--- src/rtl/rf_wport_arbiter_pkg.sv ---
// Shared widths and bus layout for the register-file write port.
// The RF write bus packs {we, waddr, wdata}, MSB first, like the writeback bus.
package rf_wport_arbiter_pkg;

    localparam int RF_XLEN  = 64;
    localparam int RF_AW    = 5;
    localparam int RF_BUS_W = 1 + RF_AW + RF_XLEN;

    typedef struct packed {
        logic               we;
        logic [RF_AW-1:0]   waddr;
        logic [RF_XLEN-1:0] wdata;
    } rf_wbus_t;

    typedef enum logic [1:0] {
        GNT_NONE = 2'd0,
        GNT_WB   = 2'd1,
        GNT_FIFO = 2'd2
    } gnt_src_e;

endpackage

--- src/rtl/rf_wport_fifo.sv ---
// In-order holding FIFO for long-latency results.
// Every slot's address and valid bit are exposed so that the hazard query can search the whole FIFO.
module rf_wport_fifo #(
    parameter int AW    = 5,
    parameter int DW    = 64,
    parameter int DEPTH = 2
) (
    input  logic                clk,
    input  logic                rst,
    input  logic                push_i,
    input  logic [AW-1:0]       push_addr_i,
    input  logic [DW-1:0]       push_data_i,
    input  logic                pop_i,
    output logic [AW-1:0]       head_addr_o,
    output logic [DW-1:0]       head_data_o,
    output logic                full_o,
    output logic                empty_o,
    output logic [DEPTH*AW-1:0] ent_addr_o,
    output logic [DEPTH-1:0]    ent_vld_o
);
    localparam int PW = $clog2(DEPTH);

    logic [PW:0]    wr_ptr_q, rd_ptr_q, count;
    logic [AW-1:0]  addr_q [DEPTH];
    logic [DW-1:0]  data_q [DEPTH];
    logic           push_ok, pop_ok;
    logic [PW-1:0]  off;

    assign full_o  = (wr_ptr_q[PW] != rd_ptr_q[PW]) && (wr_ptr_q[PW-1:0] == rd_ptr_q[PW-1:0]);
    assign empty_o = (wr_ptr_q == rd_ptr_q);
    assign count   = wr_ptr_q - rd_ptr_q;
    assign push_ok = push_i && !full_o;
    assign pop_ok  = pop_i && !empty_o;

    assign head_addr_o = addr_q[rd_ptr_q[PW-1:0]];
    assign head_data_o = data_q[rd_ptr_q[PW-1:0]];

    always_ff @(posedge clk) begin
        if (rst) begin
            wr_ptr_q <= '0;
            rd_ptr_q <= '0;
        end else begin
            if (push_ok) wr_ptr_q <= wr_ptr_q + (PW+1)'(1);
            if (pop_ok)  rd_ptr_q <= rd_ptr_q + (PW+1)'(1);
        end
    end

    // Storage needs no reset: the pointers define which slots are live.
    always_ff @(posedge clk) begin
        if (push_ok) begin
            addr_q[wr_ptr_q[PW-1:0]] <= push_addr_i;
            data_q[wr_ptr_q[PW-1:0]] <= push_data_i;
        end
    end

    always_comb begin
        ent_addr_o = '0;
        ent_vld_o  = '0;
        off        = '0;
        for (int i = 0; i < DEPTH; i++) begin
            off = PW'(i) - rd_ptr_q[PW-1:0];
            ent_vld_o[i] = ({1'b0, off} < count);
            ent_addr_o[i*AW +: AW] = addr_q[i];
        end
    end

endmodule

--- src/rtl/rf_wport_arbiter.sv ---
// Register-file write-port owner: writeback normally wins, and long-latency results wait in a FIFO.
// A starvation counter forces the FIFO head after STARVE_MAX writeback wins.
module rf_wport_arbiter
    import rf_wport_arbiter_pkg::*;
#(
    parameter int XLEN       = RF_XLEN,
    parameter int AW         = RF_AW,
    parameter int FIFO_DEPTH = 2,
    parameter int STARVE_MAX = 4
) (
    input  logic            clk,
    input  logic            rst,
    input  logic            wb_valid,
    input  logic [AW-1:0]   wb_waddr,
    input  logic [XLEN-1:0] wb_wdata,
    output logic            wb_ready,
    input  logic            mdu_valid,
    input  logic [AW-1:0]   mdu_waddr,
    input  logic [XLEN-1:0] mdu_wdata,
    output logic            mdu_ready,
    output logic            rf_we,
    output logic [AW-1:0]   rf_waddr,
    output logic [XLEN-1:0] rf_wdata,
    input  logic [AW-1:0]   qry_addr,
    output logic            qry_hit,
    output logic            starve_force
);
    localparam int SW = $clog2(STARVE_MAX + 1);

    logic                     fifo_full, fifo_empty, fifo_push, fifo_pop;
    logic [AW-1:0]            head_addr;
    logic [XLEN-1:0]          head_data;
    logic [FIFO_DEPTH*AW-1:0] ent_addr;
    logic [FIFO_DEPTH-1:0]    ent_vld;
    logic [SW-1:0]            starve_q, starve_d;
    logic [AW+XLEN:0]         rf_q, rf_d;
    gnt_src_e                 gnt_src;
    logic [AW-1:0]            gnt_addr;
    logic [XLEN-1:0]          gnt_data;
    logic                     force_head, match;

    rf_wport_fifo #(
        .AW    (AW),
        .DW    (XLEN),
        .DEPTH (FIFO_DEPTH)
    ) u_fifo (
        .clk         (clk),
        .rst         (rst),
        .push_i      (fifo_push),
        .push_addr_i (mdu_waddr),
        .push_data_i (mdu_wdata),
        .pop_i       (fifo_pop),
        .head_addr_o (head_addr),
        .head_data_o (head_data),
        .full_o      (fifo_full),
        .empty_o     (fifo_empty),
        .ent_addr_o  (ent_addr),
        .ent_vld_o   (ent_vld)
    );

    assign force_head   = !rst && !fifo_empty && (starve_q == SW'(STARVE_MAX));
    // Neither ready depends on its own valid, so no combinational loop back to the requesters.
    assign wb_ready     = !rst && !force_head;
    assign mdu_ready    = !rst && !fifo_full;
    assign starve_force = force_head;
    assign fifo_push    = mdu_valid && mdu_ready;
    assign fifo_pop     = (gnt_src == GNT_FIFO);

    always_comb begin
        gnt_src  = GNT_NONE;
        gnt_addr = head_addr;
        gnt_data = head_data;
        if (rst) begin
            gnt_src = GNT_NONE;
        end else if (force_head) begin
            gnt_src = GNT_FIFO;
        end else if (wb_valid) begin
            gnt_src  = GNT_WB;
            gnt_addr = wb_waddr;
            gnt_data = wb_wdata;
        end else if (!fifo_empty) begin
            gnt_src = GNT_FIFO;
        end
    end

    always_comb begin
        rf_d           = rf_q;
        rf_d[AW+XLEN]  = 1'b0;
        if (gnt_src != GNT_NONE) rf_d = {gnt_addr != '0, gnt_addr, gnt_data};
        starve_d = starve_q;
        if (fifo_empty || fifo_pop) begin
            starve_d = '0;
        end else if (gnt_src == GNT_WB && starve_q != SW'(STARVE_MAX)) begin
            starve_d = starve_q + SW'(1);
        end
    end

    always_ff @(posedge clk) begin
        if (rst) begin
            rf_q     <= '0;
            starve_q <= '0;
        end else begin
            rf_q     <= rf_d;
            starve_q <= starve_d;
        end
    end

    assign rf_we    = rf_q[AW+XLEN];
    assign rf_waddr = rf_q[AW+XLEN-1 -: AW];
    assign rf_wdata = rf_q[XLEN-1:0];

    always_comb begin
        match = rf_we && (rf_waddr == qry_addr);
        for (int i = 0; i < FIFO_DEPTH; i++) begin
            if (ent_vld[i] && ent_addr[i*AW +: AW] == qry_addr) match = 1'b1;
        end
    end

    assign qry_hit = !rst && (qry_addr != '0) && match;

endmodule

--- config.mk ---
export PLATFORM = sky130hd
export DESIGN_NAME = rf_wport_arbiter
export DESIGN_NICKNAME = d
export VERILOG_FILES = /design/src/rtl/rf_wport_arbiter_pkg.sv /design/src/rtl/rf_wport_fifo.sv /design/src/rtl/rf_wport_arbiter.sv
export SDC_FILE = /design/constraint.sdc
export NUM_CORES = 1
export LEC_CHECK = 0
export BUFFER_PORTS_ARGS = -buffer_cell sky130_fd_sc_hd__buf_2
export CORE_UTILIZATION = 43
export CTS_BUF_LIST = sky130_fd_sc_hd__clkbuf_8
export DETAILED_ROUTE_END_ITERATION = 12
export PLACE_DENSITY = 0.67
export RECOVER_POWER = 25
export SYNTH_ARGS = -nofsm -noshare
export SYNTH_HDL_FRONTEND = slang
export SYNTH_SLANG_ARGS = --single-unit
--- constraint.sdc ---
create_clock -name clk -period 5.2 [get_ports clk]
set_input_delay 0.52 -clock clk [delete_from_list [all_inputs] [get_ports clk]]
set_output_delay 0.52 -clock clk [all_outputs]
set_load 0.02 [all_outputs]
==> results of run 1 <==
layer usage:
| layer | up-vias | track usage (%) | share of wire, % |
|---|---|---|---|
| met5 | - | 0 | 0.068 |
| met4 | 2 | 7.15 | 2.2 |
| met3 | 32 | 4.60 | 5.4 |
| met2 | 157 | 32.2 | 50 |
| met1 | 2747 | 21.3 | 42 |
| li1 | 2810 | - | - |
registers in the layout, indices dropped and copies added, names as in the netlist, named ones only:
name	cells
u_fifo.data_q	128
rf_q	70
u_fifo.addr_q	10
starve_q	3
u_fifo.rd_ptr_q	2
u_fifo.wr_ptr_q	2
power breakdown:
group	switching, mW	internal (mW)
Clock	0.652	0.777
Combinational	0.377	0.276
Sequential	0.0885	1.97
Total	1.12	3.02
metrics by stage:
stage / cell area, µm² / power (mW) / std cells / setup WS, ns
floorplan: 8730 / 2.53 / 622 / 1.48
global placement: 10000 / 2.74 / 1076 / 2.38
detailed placement: 10000 / 2.76 / 1076 / 2.32
CTS: 10700 / 4.20 / 1143 / 1.93
global route: 10700 / 4.35 / 1145 / 1.72
finish: 10700 / 4.14 / 1146 / 1.95
worst min path at each step:
stage                                      end           from  cells past startpoint
final                     u_fifo.data_q[0][24]  mdu_wdata[24]                      1
after global routing      u_fifo.data_q[0][24]  mdu_wdata[24]                      1
after CTS                 u_fifo.data_q[0][24]  mdu_wdata[24]                      1
after detailed placement           starve_q[0]    starve_q[0]                      1
after global placement             starve_q[0]    starve_q[0]                      1
after floorplan                    starve_q[0]    starve_q[0]                      1
layout make-up:
| cell class | count | area [µm²] | area share, % |
|---|---|---|---|
| antenna | 3 | 7.51 | 0.0701 |
| multi-input combinational | 355 | 2770 | 25.9 |
| clock buffer | 41 | 564 | 5.27 |
| timing repair buffer | 227 | 1140 | 10.6 |
| tap | 265 | 332 | 3.10 |
| sequential | 216 | 5710 | 53.3 |
| inverter | 13 | 48.8 | 0.456 |
| clock inverter | 26 | 136 | 1.27 |
synthesized netlist by cell type (2+ instances only):
master / instances / area (µm²)
dfxtp_1: 78 / 1560
edfxtp_1: 138 / 4140
mux2i_1: 69 / 691
xnor2_1: 8 / 70.1
o22a_1: 2 / 17.5
xor2_1: 8 / 70.1
nor2b_1: 2 / 12.5
o21ai_0: 37 / 185
and3_1: 2 / 12.5
buf_6: 7 / 78.8
o21ai_1: 34 / 170
inv_1: 12 / 45.0
nand3_1: 70 / 350
nor2_1: 9 / 33.8
mux2_2: 66 / 743
o221ai_1: 2 / 17.5
nand2_1: 7 / 26.3
buf_2: 4 / 20.0
clkbuf_1: 22 / 82.6
and2_1: 3 / 18.8
nor3_1: 2 / 10.0
ha_1: 5 / 62.6
a21oi_1: 7 / 35.0
nor4_1: 2 / 12.5
buf_4: 4 / 30.0
worst max-delay path: stages (launching register included):
cell,delay (ns)
dfxtp_1,0.44
xor2_4,0.42
inv_1,0.12
ha_1,0.29
nor2_1,0.04
a2111oi_0,0.42
nand3_1,0.14
a31oi_1,0.17
buf_2,0.19
logic make-up after synthesis:
| kind of cell | Yosys count | synth area share [%] |
|---|---|---|
| buf+inv | 51 | 3.03 |
| fa+ha+maj | 5 | 0.717 |
| simple gates | 103 | 6.00 |
| xor+xnor | 17 | 1.92 |
| mux | 135 | 16.4 |
| flops | 216 | 65.4 |
| compound gates | 95 | 6.46 |
==> impl_summary.log, run 1 <==
[metrics] startpoint type of the worst setup path: flip-flop
[metrics] routed length per placed instance: roughly 17 µm
[metrics] register-to-register path setup slack: around 2.4 ns
[metrics] number of synthesized flops with an enable pin: 138
[metrics] slew at the pin with the worst max-slew slack: roughly 1.0 ns
[metrics] critical register-to-register path startpoint: u_fifo.rd_ptr_q[0]
[metrics] detailed-route wire length: 19200 µm
[metrics] hold violation count in the final report: 0
[metrics] I/O pin cnt: 221
[metrics] cell area after synthesis: between 8000 and 9000 µm²
[metrics] net count after synthesis: a little under 800
[metrics] Slew Viols, Final: 0
[metrics] clock period minus final worst setup slack: about 3.2 ns
[metrics] endpoint of the most critical register-to-register path: rf_q[39]
[metrics] synth unique cells: 47
[metrics] Initial Util: between 40% and 50%
[metrics] Post-CTS Repair Setup Buffers: 0
[metrics] post_cts resized: 0
[metrics] height of the die: roughly 140 µm
[metrics] maximum clock frequency: about 310 MHz
[metrics] number of maximum-capacitance constraint violations: 0
[metrics] Root Buffer Master: clkbuf_8
[metrics] capturing instance or port of the critical path: qry_hit
[metrics] depth of the CTS H-tree: 2
[metrics] arrival time worst endpoint: roughly 2.7 ns
[metrics] clock tree from TritonCTS: done
[metrics] Layout Utilization: a little over half
[metrics] worst hold margin: 0.194 ns
[metrics] number of cells produced by synthesis: slightly above 600
[metrics] Main synth FF type: edfxtp_1
[metrics] depth of the most critical reg-to-reg path: 7
[metrics] most frequent standard cell in the layout excluding fill and tap cells: buf_2
[metrics] core region area: 19700 µm²
[metrics] CP Capture Type: output pin
[metrics] worst setup path startpoint: u_fifo.wr_ptr_q[1]
[metrics] clock latency at the later pin of the worst-skew pair: just over 0.5 ns
[metrics] number of antenna violations at the first check in global routing: 4
[metrics] status: completed
[metrics] worst voltage drop across the vdd grid: between 200 and 250 µV
[metrics] type of the worst setup path: reg2out
[metrics] CTS buffer count: 37
[metrics] commonest cells after routing, fill and taps aside: buf_2 (207), edfxtp_1 (138), dfxtp_1 (77)
[metrics] Tightest Hold Check Type: in2reg
[metrics] leakage power total: roughly 4.5 nW
[metrics] Max Buffers Root-to-Sink: 3
[metrics] Async SR Flop Fraction: 0%
[metrics] sequential cell area fraction in the yosys report: 65.4%
[metrics] skew final: approximately 0.027 ns
[metrics] setup violation total in the final timing report: 0
[metrics] number of iterations in the first detailed-routing pass: 4
[metrics] filler instances: around 1700
[metrics] HPWL after detailed placement: 12200 µm
[metrics] placer's final routability congestion estimate: ~0.8
[metrics] vias per cell: 5.02
[metrics] unrepaired setup endpoints after global routing: false
[metrics] x dimension of the die: 144 µm
[metrics] Antenna Nets Post-Route: 0
[metrics] critical path required time: roughly 4.7 ns
[metrics] top fanout value on the critical path: 10
[metrics] Avg Synthesized Cell Area: 14.0 µm²
[metrics] maximum number of pins on one net before global-route repair: between 90 and 100
[metrics] die area: 20900 µm²
[metrics] count of nets after finishing: between 1000 and 1500
[metrics] number of DRC markers after the initial detailed-route iteration: around 180
[metrics] total DRC errors in the routed layout: 0
[metrics] post-synthesis register bit count: 216
[metrics] Global Route Usage Sum: between 10% and 20%
[metrics] aggregate negative setup slack: 0 ns
[metrics] number of clock sinks: 216
[metrics] post-cts hold buffer count: 0
[metrics] Layout Area Growth over Synthesis: 22.8%
[metrics] count of vias placed by the detailed router: around 5700
[metrics] wire length of the first global-routing pass: about 30000 µm
[metrics] relative max-transition margin: 30.6%
[metrics] gr ovfl total: 0
[metrics] number of core rows: approximately 50
[metrics] yosys warns: 0
[metrics] vias in the first global route: ~6000
[metrics] power density normalized to cell area: 386 nW/µm²
[metrics] layout cell share with drive strength beyond 1: 39.0%
[metrics] IO buf count: between 200 and 250
[metrics] register clock-pin slew on the reported worst setup and hold paths: ~0.060 ns
[metrics] final worst-path cycle share: between 60% and 70%
No activity file was read; power rests on OpenSTA's default activity.
==> run 2, diff against run 1 <==
ABC_AREA = 1   (was not set)
clock period = 2.85 ns   (was 5.2 ns; I/O delays follow)
==> run 2 against run 1 <==
Effect of this change: combinational power grew 55%; cell area rose by 11%; highest routed layer is now met4; clock-buffer cell count increased by 5; cell count grew 23%; worst setup slack worse by 1.5 ns; synthesized area grew 4.5%; flip-flop and latch count unchanged; critical endpoint unchanged; critical path depth increased by 3; synthesized cell count is 30% higher.
==> impl_summary.log, run 2 <==
[metrics] status: completed
[metrics] final worst-path cycle share: around 84%
[metrics] Largest register FFs: ~130
[metrics] register share of total power: 49.7%
[metrics] switching part of the total: between 20% and 30%
[metrics] slew at the pin with the worst max-slew slack: 0.587 ns
[metrics] Max Buffers Root-to-Sink: 3
[metrics] Antenna Nets Post-Route: 0
[metrics] hold violation count in the final report: 0
[metrics] count of nets after finishing: between 1000 and 1500
[metrics] Main synth FF type: edfxtp_1
[metrics] total DRC errors in the routed layout: 0
[metrics] yosys warns: 0
[metrics] number of maximum-capacitance constraint violations: 0
[metrics] Yosys top cell by area: edfxtp_1
[metrics] leakage power total: 5.23 nW
[metrics] master of the slowest instance on the critical path: dfxtp_1
[metrics] synth unique cells: 32
[metrics] number of antenna violations at the first check in global routing: 1
[metrics] count of vias placed by the detailed router: 6773
[metrics] aggregate negative setup slack: 0 ns
[metrics] CP Capture Type: output pin
[metrics] length of routed wiring on met1: 8840 µm
[metrics] largest stage delay on the critical path: approximately 0.42 ns
[metrics] gr ovfl total: 0
[metrics] design internal power: 5.41 mW
[metrics] Slew Viols, Final: 0
[metrics] maximum number of pins on one net before global-route repair: 53
[metrics] number of iterations in the first detailed-routing pass: 5
[metrics] die area: 21800 µm²
[metrics] Avg Synthesized Cell Area: between 10 and 15 µm²
[metrics] clock latency at the later pin of the worst-skew pair: approximately 0.5 ns
[metrics] Root Buffer Master: clkbuf_8
[metrics] I/O pin cnt: 221
[metrics] Async SR Flop Fraction: 0%
[metrics] startpoint type of the worst setup path: flip-flop
[metrics] sequential cell area fraction in the yosys report: approximately 63%
[metrics] register clock-pin slew on the reported worst setup and hold paths: 0.06 ns
[metrics] uppermost metal layer occupied by signal nets: met4
[metrics] Initial Util: between 40% and 50%
[metrics] multi-input logic area: 2750 µm²
[metrics] switching component of the power: ~1.8 mW
[metrics] Tightest Hold Check Type: in2reg
[metrics] number of core rows: 52
[metrics] most frequent standard cell in the layout excluding fill and tap cells: buf_2
[metrics] depth of the most critical reg-to-reg path: 11
[metrics] post_cts resized: 0
[metrics] wire length of the first global-routing pass: roughly 33000 µm
[metrics] core region area: approximately 20000 µm²
[metrics] Hold Path Depth: 5
[metrics] arrival time worst endpoint: between 2 and 2.5 ns
[metrics] number of synthesized flops with an enable pin: between 100 and 150
[metrics] commonest cells after routing, fill and taps aside: buf_2 (186), edfxtp_1 (138), nand2_1 (121)
[metrics] Area contributors post-synth: edfxtp_1 (45%), dfxtp_1 (17%), mux2i_1 (7.1%)
[metrics] clock tree from TritonCTS: done
[metrics] CTS buffer count: 37
[metrics] number of cells produced by synthesis: 807
[metrics] Global Route Usage Sum: a little under a fifth
[metrics] Post-CTS Repair Setup Buffers: 0
[metrics] height of the die: ~150 µm
[metrics] most repeated cell in the gate-level netlist after synthesis: edfxtp_1
[metrics] power share of the combinational group: between 10% and 20%
[metrics] Critical Path, Cell by Cell: inv_1 -> ha_1 -> inv_1 -> ha_1 -> o22ai_1 -> nor2_1 -> nand3_1 -> nand3_1 -> nand2_1 -> inv_1 -> buf_2
[metrics] maximum clock frequency: approximately 420 MHz
[metrics] placer's final routability congestion estimate: around 0.81
[metrics] number of DRC markers after the initial detailed-route iteration: approximately 230
[metrics] detailed-route wire length: slightly above 20000 µm
[metrics] vias in the first global route: 6635
[metrics] top fanout value on the critical path: 4
[metrics] HPWL after detailed placement: roughly 13000 µm
[metrics] post-synthesis register bit count: 216
[metrics] clock period minus final worst setup slack: about 2.4 ns
[metrics] skew final: around 0.019 ns
[metrics] sequential cell area: roughly 5700 µm²
[metrics] worst voltage drop across the vdd grid: 338 µV
[metrics] number of clock sinks: ~220
[metrics] Layout Area Growth over Synthesis: 30.4%
[metrics] type of the worst setup path: reg2out
[metrics] routed wire length on met3: between 1000 and 1500 µm
[metrics] routed length per placed instance: 14.8 µm
[metrics] net count after synthesis: about 960
[metrics] relative max-transition margin: 60.8%
[metrics] portion of synthesized cell area occupied by the leading cell type: roughly 45%
[metrics] cell area after synthesis: 9110 µm²
[metrics] IO buf count: 220
[metrics] power density normalized to cell area: just over 600 nW/µm²
[metrics] critical path required time: between 2 and 3 ns
[metrics] depth of the CTS H-tree: 2
[metrics] layout cell share with drive strength beyond 1: a little under a quarter
[metrics] Clock power frac: a little over a third
[metrics] vias per cell: between 4 and 5
[metrics] top cell types by occurrence after synthesis: edfxtp_1 (138), nand2_1 (121), inv_1 (100)
[metrics] Layout Utilization: 58.0%
[metrics] x dimension of the die: about 150 µm
[metrics] setup violation total in the final timing report: 0
[metrics] filler instances: between 1500 and 2000
[metrics] cell repeated most along the worst path: inv_1
[metrics] post-cts hold buffer count: 69
[metrics] unrepaired setup endpoints after global routing: false
[metrics] total met2 wirelength after detailed routing: around 10000 µm
-- run 2: path summary, 6_finish.rpt --
check / from / to / slack [ns]
max: u_fifo.wr_ptr_q[0] / qry_hit / 0.44
min reg2reg: starve_q[0] / starve_q[0] / 0.45
max reg2reg: u_fifo.rd_ptr_q[0] / rf_q[16] / 0.58
min: wb_wdata[30] / rf_q[30] / 0.11
-- run 2: area by class of cell --
cell class                      instances  share of cell area (%)
Antenna cell                            1                  0.0211
Clock buffer                           46                    5.33
Clock inverter                         22                   0.748
Inverter                              103                    3.28
Multi-Input combinational cell        443                    23.2
Sequential cell                       216                    48.0
Tap cell                              270                    2.84
Timing Repair Buffer                  303                    16.6
-- run 2: per-layer routing --
layer  vias up  global-route usage [%]
li1       3384                       -
met2       208                    33.0
met5         -                       0
met3        36                    4.26
met1      3145                    23.6
met4         0                    6.19
-- run 2: power groups by stage --
stage / clock network, mW / registers [mW] / logic, mW
after floorplan: 0 / 3.75 / 0.508
after global placement: 0 / 3.65 / 0.934
after detailed placement: 0 / 3.65 / 0.947
after CTS: 2.71 / 3.59 / 1.03
after global routing: 2.85 / 3.60 / 1.12
final: 2.62 / 3.59 / 1.01
-- run 2: kinds of logic (layout without fill, tap and decap cells) --
family                   Yosys count  in the layout  synth area share (%)
AO/OA/AOI/OAI                     97             97                  7.62
XOR/XNOR                           4              4                 0.385
adder cells (fa/ha/maj)            5              5                 0.687
buffers and inverters            148            474                  7.31
flip-flops                       216            216                  62.6
multiplexers                      65             65                  7.14
other                              0              1                     0
AND/OR/NAND/NOR                  272            272                  14.2
-- run 2: metrics by stage --
| step | cell area (µm²) | worst slack, ns | cells | power (mW) | hold WS (ns) |
|---|---|---|---|---|---|
| 2_1_floorplan | 9120 | 0.0217 | 807 | 4.26 | 0.384 |
| 3_3_place_gp | 10500 | 0.621 | 1266 | 4.58 | 0.431 |
| 3_5_place_dp | 10500 | 0.579 | 1266 | 4.60 | 0.445 |
| 4_1_cts | 11900 | 0.415 | 1403 | 7.33 | 0.0746 |
| 5_1_grt | 11900 | 0.272 | 1404 | 7.57 | 0.110 |
| 6_report | 11900 | 0.443 | 1404 | 7.23 | 0.113 |
-- run 2: critical path, delay by kind of cell (launching register included) --
kind / cells / cell delay, ns
AO/OA/AOI/OAI: 1 / 0.18
AND/OR/NAND/NOR: 4 / 0.29
flip-flops: 1 / 0.42
adder cells (fa/ha/maj): 2 / 0.39
buffers and inverters: 4 / 0.33
